`src/rtl/wavetable_loader_if.sv`:
```
`default_nettype none
// +----------------------------------------------------------------------+
// | wavetable_loader_if : sample stream in, RAM write port out           |
// | Rev 1.0                                                              |
// +----------------------------------------------------------------------+
interface wavetable_loader_if #(
  parameter int DATAWIDTH = 16,
  parameter int ADDRWIDTH = 8,
  parameter int BANKWIDTH = 2
);
  logic                 start;
  logic                 abort;
  logic [BANKWIDTH-1:0] bank_sel;
  logic [BANKWIDTH-1:0] rbank_active;
  logic [DATAWIDTH-1:0] din;
  logic                 din_valid;
  logic                 din_ready;
  logic [ADDRWIDTH-1:0] WADDR;
  logic [BANKWIDTH-1:0] WBANK;
  logic [DATAWIDTH-1:0] WDATA;
  logic                 WE;
  logic                 busy;
  logic                 done;
  logic                 err;

  modport master (
    output start, abort, bank_sel, rbank_active, din, din_valid,
    input  din_ready, WADDR, WBANK, WDATA, WE, busy, done, err
  );

  modport slave (
    input  start, abort, bank_sel, rbank_active, din, din_valid,
    output din_ready, WADDR, WBANK, WDATA, WE, busy, done, err
  );
endinterface
`default_nettype wire

```
`src/rtl/wavetable_loader.sv`:
```
`default_nettype none
// +----------------------------------------------------------------------+
// | wavetable_loader : writes one full table into a RAM bank, never the  |
// | bank the oscillator is reading.                      Rev 1.0         |
// +----------------------------------------------------------------------+
module wavetable_loader #(
  parameter int DATAWIDTH = 16,
  parameter int ADDRWIDTH = 8,
  parameter int BANKWIDTH = 2
) (
  input  wire logic         clk,
  input  wire logic         rst,
  wavetable_loader_if.slave s_bus
);

  typedef enum logic [2:0] {
    S_IDLE      = 3'd0,
    S_WAIT_BANK = 3'd1,
    S_LOAD      = 3'd2,
    S_FLUSH     = 3'd3,
    S_DONE      = 3'd4
  } state_t;

  localparam logic [ADDRWIDTH-1:0] c_LAST = {ADDRWIDTH{1'b1}};

  state_t               r_state;
  logic [BANKWIDTH-1:0] r_tgt;
  logic [ADDRWIDTH-1:0] r_cnt;
  logic [ADDRWIDTH-1:0] r_waddr;
  logic [BANKWIDTH-1:0] r_wbank;
  logic [DATAWIDTH-1:0] r_wdata;
  logic                 r_we;
  logic                 r_busy;
  logic                 r_done;
  logic                 r_err;

  logic w_bank_free;
  logic w_din_ready;
  logic w_xfer;

  // Ready is combinational so a read-bank collision stalls the same cycle.
  assign w_bank_free = (r_tgt != s_bus.rbank_active);
  assign w_din_ready = (r_state == S_LOAD) && w_bank_free && !s_bus.abort;
  assign w_xfer      = w_din_ready && s_bus.din_valid;

  always_ff @(posedge clk or posedge rst) begin
    if (rst) begin
      r_state <= S_IDLE;
      r_tgt   <= '0;
      r_cnt   <= '0;
      r_waddr <= '0;
      r_wbank <= '0;
      r_wdata <= '0;
      r_we    <= 1'b0;
      r_busy  <= 1'b0;
      r_done  <= 1'b0;
      r_err   <= 1'b0;
    end else begin
      r_we   <= 1'b0;
      r_done <= 1'b0;
      r_err  <= s_bus.start && (r_state != S_IDLE);
      case (r_state)
        S_IDLE: begin
          if (s_bus.start) begin
            r_tgt   <= s_bus.bank_sel;
            r_cnt   <= '0;
            r_busy  <= 1'b1;
            r_state <= (s_bus.bank_sel == s_bus.rbank_active) ? S_WAIT_BANK : S_LOAD;
          end
        end
        S_WAIT_BANK: begin
          if (s_bus.abort) begin
            r_busy  <= 1'b0;
            r_state <= S_IDLE;
          end else if (w_bank_free) begin
            r_state <= S_LOAD;
          end
        end
        S_LOAD: begin
          if (s_bus.abort) begin
            r_busy  <= 1'b0;
            r_state <= S_IDLE;
          end else if (w_xfer) begin
            r_waddr <= r_cnt;
            r_wbank <= r_tgt;
            r_wdata <= s_bus.din;
            r_we    <= 1'b1;
            r_cnt   <= r_cnt + 1'b1;
            if (r_cnt == c_LAST) begin
              r_state <= S_FLUSH;
            end
          end
        end
        S_FLUSH: begin
          // The last word's strobe is already on the bus during this cycle.
          if (s_bus.abort) begin
            r_busy  <= 1'b0;
            r_state <= S_IDLE;
          end else begin
            r_done  <= 1'b1;
            r_state <= S_DONE;
          end
        end
        S_DONE: begin
          r_busy  <= 1'b0;
          r_state <= S_IDLE;
        end
        default: begin
          r_busy  <= 1'b0;
          r_state <= S_IDLE;
        end
      endcase
    end
  end

  assign s_bus.din_ready = w_din_ready;
  assign s_bus.WADDR     = r_waddr;
  assign s_bus.WBANK     = r_wbank;
  assign s_bus.WDATA     = r_wdata;
  assign s_bus.WE        = r_we;
  assign s_bus.busy      = r_busy;
  assign s_bus.done      = r_done;
  assign s_bus.err       = r_err;

endmodule
`default_nettype wire

```
`src/flat_wrapper.sv`:
```
// flat-port wrapper written by rule: the top's interface ports become plain ports
module wavetable_loader_flat 
#(
  parameter int DATAWIDTH = 16,
  parameter int ADDRWIDTH = 8,
  parameter int BANKWIDTH = 2
)
  (clk, rst, s_bus_start, s_bus_abort, s_bus_bank_sel, s_bus_rbank_active, s_bus_din, s_bus_din_valid, s_bus_din_ready, s_bus_WADDR, s_bus_WBANK, s_bus_WDATA, s_bus_WE, s_bus_busy, s_bus_done, s_bus_err);
  wavetable_loader_if #(.DATAWIDTH(DATAWIDTH), .ADDRWIDTH(ADDRWIDTH), .BANKWIDTH(BANKWIDTH)) s_bus_i ();
  input  wire logic clk;
  input  wire logic rst;
  input wire logic [$bits(s_bus_i.start)-1:0] s_bus_start;
  input wire logic [$bits(s_bus_i.abort)-1:0] s_bus_abort;
  input wire logic [$bits(s_bus_i.bank_sel)-1:0] s_bus_bank_sel;
  input wire logic [$bits(s_bus_i.rbank_active)-1:0] s_bus_rbank_active;
  input wire logic [$bits(s_bus_i.din)-1:0] s_bus_din;
  input wire logic [$bits(s_bus_i.din_valid)-1:0] s_bus_din_valid;
  output wire logic [$bits(s_bus_i.din_ready)-1:0] s_bus_din_ready;
  output wire logic [$bits(s_bus_i.WADDR)-1:0] s_bus_WADDR;
  output wire logic [$bits(s_bus_i.WBANK)-1:0] s_bus_WBANK;
  output wire logic [$bits(s_bus_i.WDATA)-1:0] s_bus_WDATA;
  output wire logic [$bits(s_bus_i.WE)-1:0] s_bus_WE;
  output wire logic [$bits(s_bus_i.busy)-1:0] s_bus_busy;
  output wire logic [$bits(s_bus_i.done)-1:0] s_bus_done;
  output wire logic [$bits(s_bus_i.err)-1:0] s_bus_err;
  assign s_bus_i.start = s_bus_start;
  assign s_bus_i.abort = s_bus_abort;
  assign s_bus_i.bank_sel = s_bus_bank_sel;
  assign s_bus_i.rbank_active = s_bus_rbank_active;
  assign s_bus_i.din = s_bus_din;
  assign s_bus_i.din_valid = s_bus_din_valid;
  assign s_bus_din_ready = s_bus_i.din_ready;
  assign s_bus_WADDR = s_bus_i.WADDR;
  assign s_bus_WBANK = s_bus_i.WBANK;
  assign s_bus_WDATA = s_bus_i.WDATA;
  assign s_bus_WE = s_bus_i.WE;
  assign s_bus_busy = s_bus_i.busy;
  assign s_bus_done = s_bus_i.done;
  assign s_bus_err = s_bus_i.err;
  wavetable_loader #(.DATAWIDTH(DATAWIDTH), .ADDRWIDTH(ADDRWIDTH), .BANKWIDTH(BANKWIDTH)) u_core (.clk(clk), .rst(rst), .s_bus(s_bus_i));
endmodule
```
`config.mk`:
```
export PLATFORM = sky130hd
export DESIGN_NAME = wavetable_loader_flat
export DESIGN_NICKNAME = d
export VERILOG_FILES = /design/src/rtl/wavetable_loader_if.sv /design/src/rtl/wavetable_loader.sv /design/src/flat_wrapper.sv
export SDC_FILE = /design/constraint.sdc
export NUM_CORES = 1
export LEC_CHECK = 0
export ABC_AREA = 1
export CORE_AREA = 4 4 59 114
export DETAILED_ROUTE_END_ITERATION = 8
export DIE_AREA = 0 0 63 118
export GPL_TIMING_DRIVEN = 0
export PLACE_DENSITY = 0.7
export SLEW_MARGIN = 15
export SYNTH_ARGS = -nofsm -noshare
export SYNTH_HDL_FRONTEND = slang
export SYNTH_SLANG_ARGS = --single-unit
```
`constraint.sdc`:
```
create_clock -name clk -period 1.6 [get_ports clk]
set_clock_uncertainty 0.15 [all_clocks]
set_input_delay 0.32 -clock clk [delete_from_list [all_inputs] [get_ports clk]]
set_output_delay 0.32 -clock clk [all_outputs]
set_load 0.01 [all_outputs]
```
==> metrics.md, run 1 <==
| Metric | Value |
|---|---|
| CTS clk-pin slew, worst paths | `0.06 ns` |
| Synth area leaders | `dfrtp_1, nand2_1, inv_1` |
| Post-Synthesis Cells | `roughly 250` |
| Failing checks | `setup timing` |
| Total gr overflow | `0` |
| DR WL/cell | `13.04 um` |
| Post-synth net total | `~280` |
| Power per standard cell area | `around 1600 nW/um^2` |
| Crit start category | `register` |
| Antenna Nets Post-Route | `0` |
| Maxcap violations | `0` |
| Cell area after synthesis | `1998 um^2` |
| Yosys reg bits | `43` |
| Most numerous cell in the Yosys netlist | `nand2_1` |
| Final Hold Vio Count | `0` |
| Synthesized area per cell | `8.025 um^2` |
| CTS tree | `yes` |
| Die Area | `7434 um^2` |
| Critical Path End Type | `output port` |
| First-pass GRT wire length | `between 8 and 9 mm` |
| Ys async rst share | `100.0%` |
| Clk root buf | `clkbuf_16` |
| Synth top cells by count | `nand2_1, dfrtp_1, inv_1` |
| Vias in the first global route | `around 1,800` |
| Post-route minimum period | `1.640 ns` |
| DRC viols | `0` |
| # rows | `39` |
| Synth unique cells | `23` |
| PortBufs | `between 50 and 60` |
| Slew @ Worst Pin | `0.2917 ns` |
| RePlAce Congestion | `approximately 0.88` |
| Slew Limit Fails | `0` |
| CTS H-Tree Depth | `2` |
| Post-route setup slack | `-0.04019 ns` |
| Hpwl dp | `3.599 mm` |
| Area of the core | `5807 um^2` |
| Status | `complete, but fails checks` |
| Yosys warns | `0` |
| Die H | `118 um` |
| RSZ-0062 raised after global routing | `yes` |
| # diodes | `0` |
| Synth Flop Type | `dfrtp_1` |
| Arr. time, crit path | `about 1.2 ns` |
| Die extent in x | `about 63 um` |
| DRT Wirelength | `~5 mm` |
| # setup viols final | `1` |
| NumNets Final | `351` |
| Leak | `1.564 nW` |
| Drt first pass iters | `4` |
| Crit Path Max Fanout | `2` |
| Largest area contributor in the netlist | `dfrtp_1` |
| Worst VDD drop | `0.0007149 V` |
| Area grow syn2layout | `48.03%` |
| Number of flops mapped to enable cells by yosys | `0` |
| CP Data Required Time | `1.13 ns` |
| CP Class | `reg2out` |
| Relative slew slack | `80.48%` |
| Largest net degree at the start of global routing | `37` |
| Initial antenna violation count | `0` |
| Sequential share of the synthesized area | `between 50% and 60%` |
| TritonCTS Sinks | `43` |
| Multi-input gate area | `around 830 um^2` |
| Final Util | `50.94%` |
| Detailed Route Iter0 Violations | `61` |
| Via count | `1,815` |
| Max clock buf depth | `2` |
| Fmax achieved | `a little over 0.6 GHz` |
| Total GRT Usage | `14.79%` |
| Place WS | `-0.7337 ns` |
| Worst-Skew Late Latency | `0.29 ns` |
| Cts bufs inserted | `5` |
| Post-synth top area share | `between 50% and 60%` |
| IO Pins | `56` |
| Fin crit share | `102.5%` |
| Vias per cell | `4.702` |
| Layout cells sized above 1 | `14.77%` |
| Hold Crit Class | `in2async` |
| Sequential Area | `roughly 1100 um^2` |
| Filler instances | `562` |
| Total power draw | `4.691 mW` |
| Initial core utilization | `approximately a third` |
==> final timing paths <==
check | cells past startpoint | to | slack [ns] | startpoint
hold / removal | 2 | u_core.s_bus.WDATA[3] | 0.11 | rst
max in group asynchronous | 3 | u_core.s_bus.WADDR[1] | 0.73 | rst
min in group clk | 2 | u_core.s_bus.done | 0.32 | s_bus_abort
setup / recovery | 6 | s_bus_din_ready | -0.04 | u_core.r_state[0]
hold reg to reg | 2 | u_core.s_bus.WDATA[9] | 0.32 | u_core.s_bus.WDATA[9]
setup reg to reg | 9 | u_core.s_bus.WADDR[0] | 0.04 | u_core.r_tgt[0]
==> through the flow <==
stage	instance area [um^2]	setup TNS, ns	instances	hold WS, ns
floorplan	1998	0	249	0.2427
global placement	2625	-44.78	365	0.3116
detailed placement	2645	-13.78	366	0.3138
CTS	2805	-0.05353	380	0.1137
global route	2958	-0.9486	386	0.1203
finish	2958	-0.04019	386	0.1141
==> per-layer routing <==
metal	GRT usage [%]	vias up	wire, um
li1	-	920	-
met1	14.64	836	1793
met2	26.01	45	2818
met3	4.680	14	253
met4	9.129	0	170
met5	0	-	0
==> cell families (layout without fill, tap and decap cells) <==
kind of cell | after synthesis | in the layout | synth area share, %
AOI/OAI and AO/OA | 18 | 18 | 4.759
adders and majority gates | 1 | 1 | 0.6261
buffers and inverters | 32 | 108 | 6.575
and+or+nand+nor | 151 | 151 | 32.44
DFF | 43 | 43 | 53.85
xor gates and xnor gates | 4 | 4 | 1.754
==> critical path: stages, from the launching register on <==
cell and delay [ns]:
dfrtp_1 0.40, inv_2 0.09, nand3_4 0.07, nor2_4 0.09
nand2_1 0.06, inv_1 0.05, buf_2 0.12
==> layout by cell type, fill, tap and decap left out, types with 3 or more instances in the layout <==
master,netlist,routed
nand2_1,110,107
dfrtp_1,43,42
dlygate4sd2_1,0,33
clkdlybuf4s50_1,0,21
inv_1,21,19
nor2_1,19,18
nand3_1,11,11
buf_4,2,11
inv_2,6,7
o21ai_1,6,7
clkbuf_16,0,7
a21oi_1,6,6
nand2_2,0,3
buf_6,0,3
==> report_power, final <==
group          internal, mW  switching (mW)  leakage, nW
combinational         0.915            1.08        0.937
clock                 0.609           0.413       0.0727
sequential             1.46           0.218        0.554
total                  2.98            1.71         1.56
==> cell type report <==
| type | instances | share of cell area [%] |
|---|---|---|
| Buffer | 5 | 2.157 |
| Clock buffer | 6 | 4.695 |
| Clock inverter | 1 | 0.1692 |
| Inverter | 27 | 3.680 |
| Multi-Input combinational cell | 174 | 28.09 |
| Sequential cell | 43 | 36.42 |
| Tap cell | 61 | 2.580 |
| Timing Repair Buffer | 69 | 22.21 |
==> registers in the layout (all words and copies together), names as in the netlist <==
register,cells
u_core.s_bus.WBANK,2
u_core.r_cnt,8
u_core.s_bus.done,1
u_core.s_bus.WE,1
u_core.s_bus.err,1
u_core.s_bus.busy,1
u_core.s_bus.WDATA,16
u_core.s_bus.WADDR,8
u_core.r_state,3
u_core.r_tgt,2
==> repair_timing <==
action / CTS / global route
hold buffers: 0 / 0
setup buffers: 7 / 4
gates cloned: 0 / 2
resized for setup: 40 / 26
pin swaps: 5 / 7
endpoints found under the setup margin: 64 / 35
Note: power is estimated with default switching activity, not from simulation.
==> inputs of run 2 (changes only) <==
--- a/config.mk
+++ b/config.mk
@@ -15,3 +15,4 @@
 export SYNTH_ARGS = -nofsm -noshare
 export SYNTH_HDL_FRONTEND = slang
 export SYNTH_SLANG_ARGS = --single-unit
+export TNS_END_PERCENT = 1
==> run 2 against run 1 <==
  * Combinational power decreased by 11%
  * Register-to-register slack barely moved
  * Flip-flop and latch count is the same
  * Die area is the same
  * Global-route usage is 0.059 points lower
  * Sequential share of layout area grew 1.8 points
  * Cell count is 1.6% lower
  * Largest power group unchanged
  * The run still ends with setup timing left
  * Maximum frequency grew 0.37%
  * Sequential power is essentially flat
  * Final area down 4.7%
  * Critical endpoint unchanged
  * Via count decreased by 1.7%
==> metrics.md, run 2 (synthesis gave the netlist of run 1 again) <==
| Metric | Value |
|---|---|
| Max reg flops | `16` |
| Status | `complete, but fails checks` |
| Initial antenna violation count | `0` |
| Vias per cell | `4.697` |
| Cts bufs inserted | `5` |
| Layout cells sized above 1 | `12.85%` |
| RePlAce Congestion | `0.8787` |
| Worst VDD drop | `0.0006904 V` |
| Most common cell after layout, fill and taps aside | `nand2_1` |
| PortBufs | `55` |
| Most frequent cells in the layout | `nand2_1, dfrtp_1, dlygate4sd2_1` |
| Via count | `1,785` |
| Drt first pass iters | `4` |
| CTS tree | `yes` |
| Relative slew slack | `between 80 and 90%` |
| Area grow syn2layout | `41.08%` |
| IO Pins | `56` |
| Vias in the first global route | `1,847` |
| # rows | `39` |
| Die extent in x | `63 um` |
| Place WS | `-0.7337 ns` |
| NumNets Final | `345` |
| CP Data Required Time | `around 1.1 ns` |
| Worst path cell trace | `inv_2, nand3_4, nor2_4, nand2_1, inv_1, buf_2` |
| Slew @ Worst Pin | `0.2955 ns` |
| RSZ-0062 raised after global routing | `yes` |
| Antenna Nets Post-Route | `0` |
| Critical-path top delay cell | `dfrtp_1` |
| TritonCTS Sinks | `43` |
| Crit Path Max Fanout | `2` |
| Max clock buf depth | `2` |
| Post-route minimum period | `1.634 ns` |
| DRT Wirelength | `4.844 mm` |
| Power per standard cell area | `1591 nW/um^2` |
| # setup viols final | `1` |
| Initial core utilization | `34.41%` |
| Leak | `approximately 1.5 nW` |
| Maxcap violations | `0` |
| Fmax achieved | `0.6119 GHz` |
| Failing checks | `setup timing` |
| # diodes | `0` |
| Final Hold Vio Count | `0` |
| Fin crit share | `102.1%` |
| Total gr overflow | `0` |
| Detailed Route Iter0 Violations | `67` |
| Area of the core | `5807 um^2` |
| Slew Limit Fails | `0` |
| Filler instances | `roughly 580` |
| Die H | `about 120 um` |
| Hold Crit Class | `in2async` |
| First-pass GRT wire length | `8.569 mm` |
| Post-route setup TNS | `-0.03413 ns` |
| Largest net degree at the start of global routing | `37` |
| Total GRT Usage | `14.73%` |
| Hold slack | `approximately 0.12 ns` |
| Clk root buf | `clkbuf_16` |
| Die Area | `7434 um^2` |
| Post-route setup slack | `-0.03413 ns` |
| Largest stage delay, worst path | `0.40 ns` |
| Hpwl dp | `3.599 mm` |
| Worst-Skew Late Latency | `between 0.2 and 0.3 ns` |
| DR WL/cell | `around 13 um` |
| CTS H-Tree Depth | `2` |
| Final Util | `48.55%` |
| CP Class | `reg2out` |
| Arr. time, crit path | `1.16 ns` |
| DRC viols | `0` |
| Critical Path End Type | `output port` |
| Crit start category | `register` |
| CTS clk-pin slew, worst paths | `about 0.06 ns` |
run 2: changes by cell type in the layout (fill, tap and decap cells not counted), sizes merged:
cell	change
buf	-5
clkbuf	-1
run 2: routing by layer:
metal	up-vias	GRT usage, %	wire [um]
li1	905	-	-
met1	819	14.64	1765
met2	44	25.81	2646
met3	17	4.680	242
met4	0	9.129	190
met5	-	0	0
run 2: cell type report:
class / instances / area [um^2] / share of cell area [%]
flip-flops and latches: 43 / 1077 / 38.22
clock inverters: 1 / 5.005 / 0.1775
repair buffers: 63 / 576.8 / 20.46
inverters: 27 / 101.3 / 3.595
well taps: 61 / 76.32 / 2.708
multi-input cells: 174 / 810.8 / 28.76
plain buffers: 5 / 32.53 / 1.154
clock buffers: 6 / 138.9 / 4.927
run 2: metrics by stage:
| stage | cell area, um^2 | total power, mW | instances |
|---|---|---|---|
| 2_1_floorplan | 1998 | 2.665 | 249 |
| 6_report | 2819 | 4.485 | 380 |
| 3_3_place_gp | 2625 | 3.531 | 365 |
| 5_1_grt | 2819 | 4.838 | 380 |
| 3_5_place_dp | 2645 | 3.580 | 366 |
| 4_1_cts | 2798 | 4.499 | 379 |
run 2: power breakdown:
group          internal (mW)  switching, mW
clock network          0.609          0.412
registers               1.46          0.219
logic                  0.782           1.01
total                   2.85           1.64
run 2: final timing paths:
path | from | end | slack (ns) | cells past startpoint
max | u_core.r_state[0] | s_bus_din_ready | -0.03 | 6
min | rst | u_core.s_bus.WDATA[3] | 0.12 | 2
max reg2reg | u_core.r_state[2] | u_core.r_cnt[2] | 0.04 | 8
min reg2reg | u_core.s_bus.WADDR[1] | u_core.s_bus.WADDR[1] | 0.32 | 2
max in group asynchronous | rst | u_core.s_bus.WADDR[1] | 0.73 | 3
min in group clk | s_bus_abort | u_core.s_bus.done | 0.32 | 2
run 2: critical path, delay by kind of cell, from the launching register on:
| family | cells | cell delay (ns) |
|---|---|---|
| and+or+nand+nor | 3 | 0.23 |
| DFF | 1 | 0.40 |
| buffers and inverters | 3 | 0.26 |
run 2: repair_timing:
| item | in CTS | in global routing |
|---|---|---|
| pin swaps | 6 | 6 |
| endpoints found under the hold margin | 0 | 0 |
| setup endpoints to repair | 64 | 35 |
| resized for setup | 40 | 7 |
| buffers inserted | 6 | 1 |
| hold buffers | 0 | 0 |
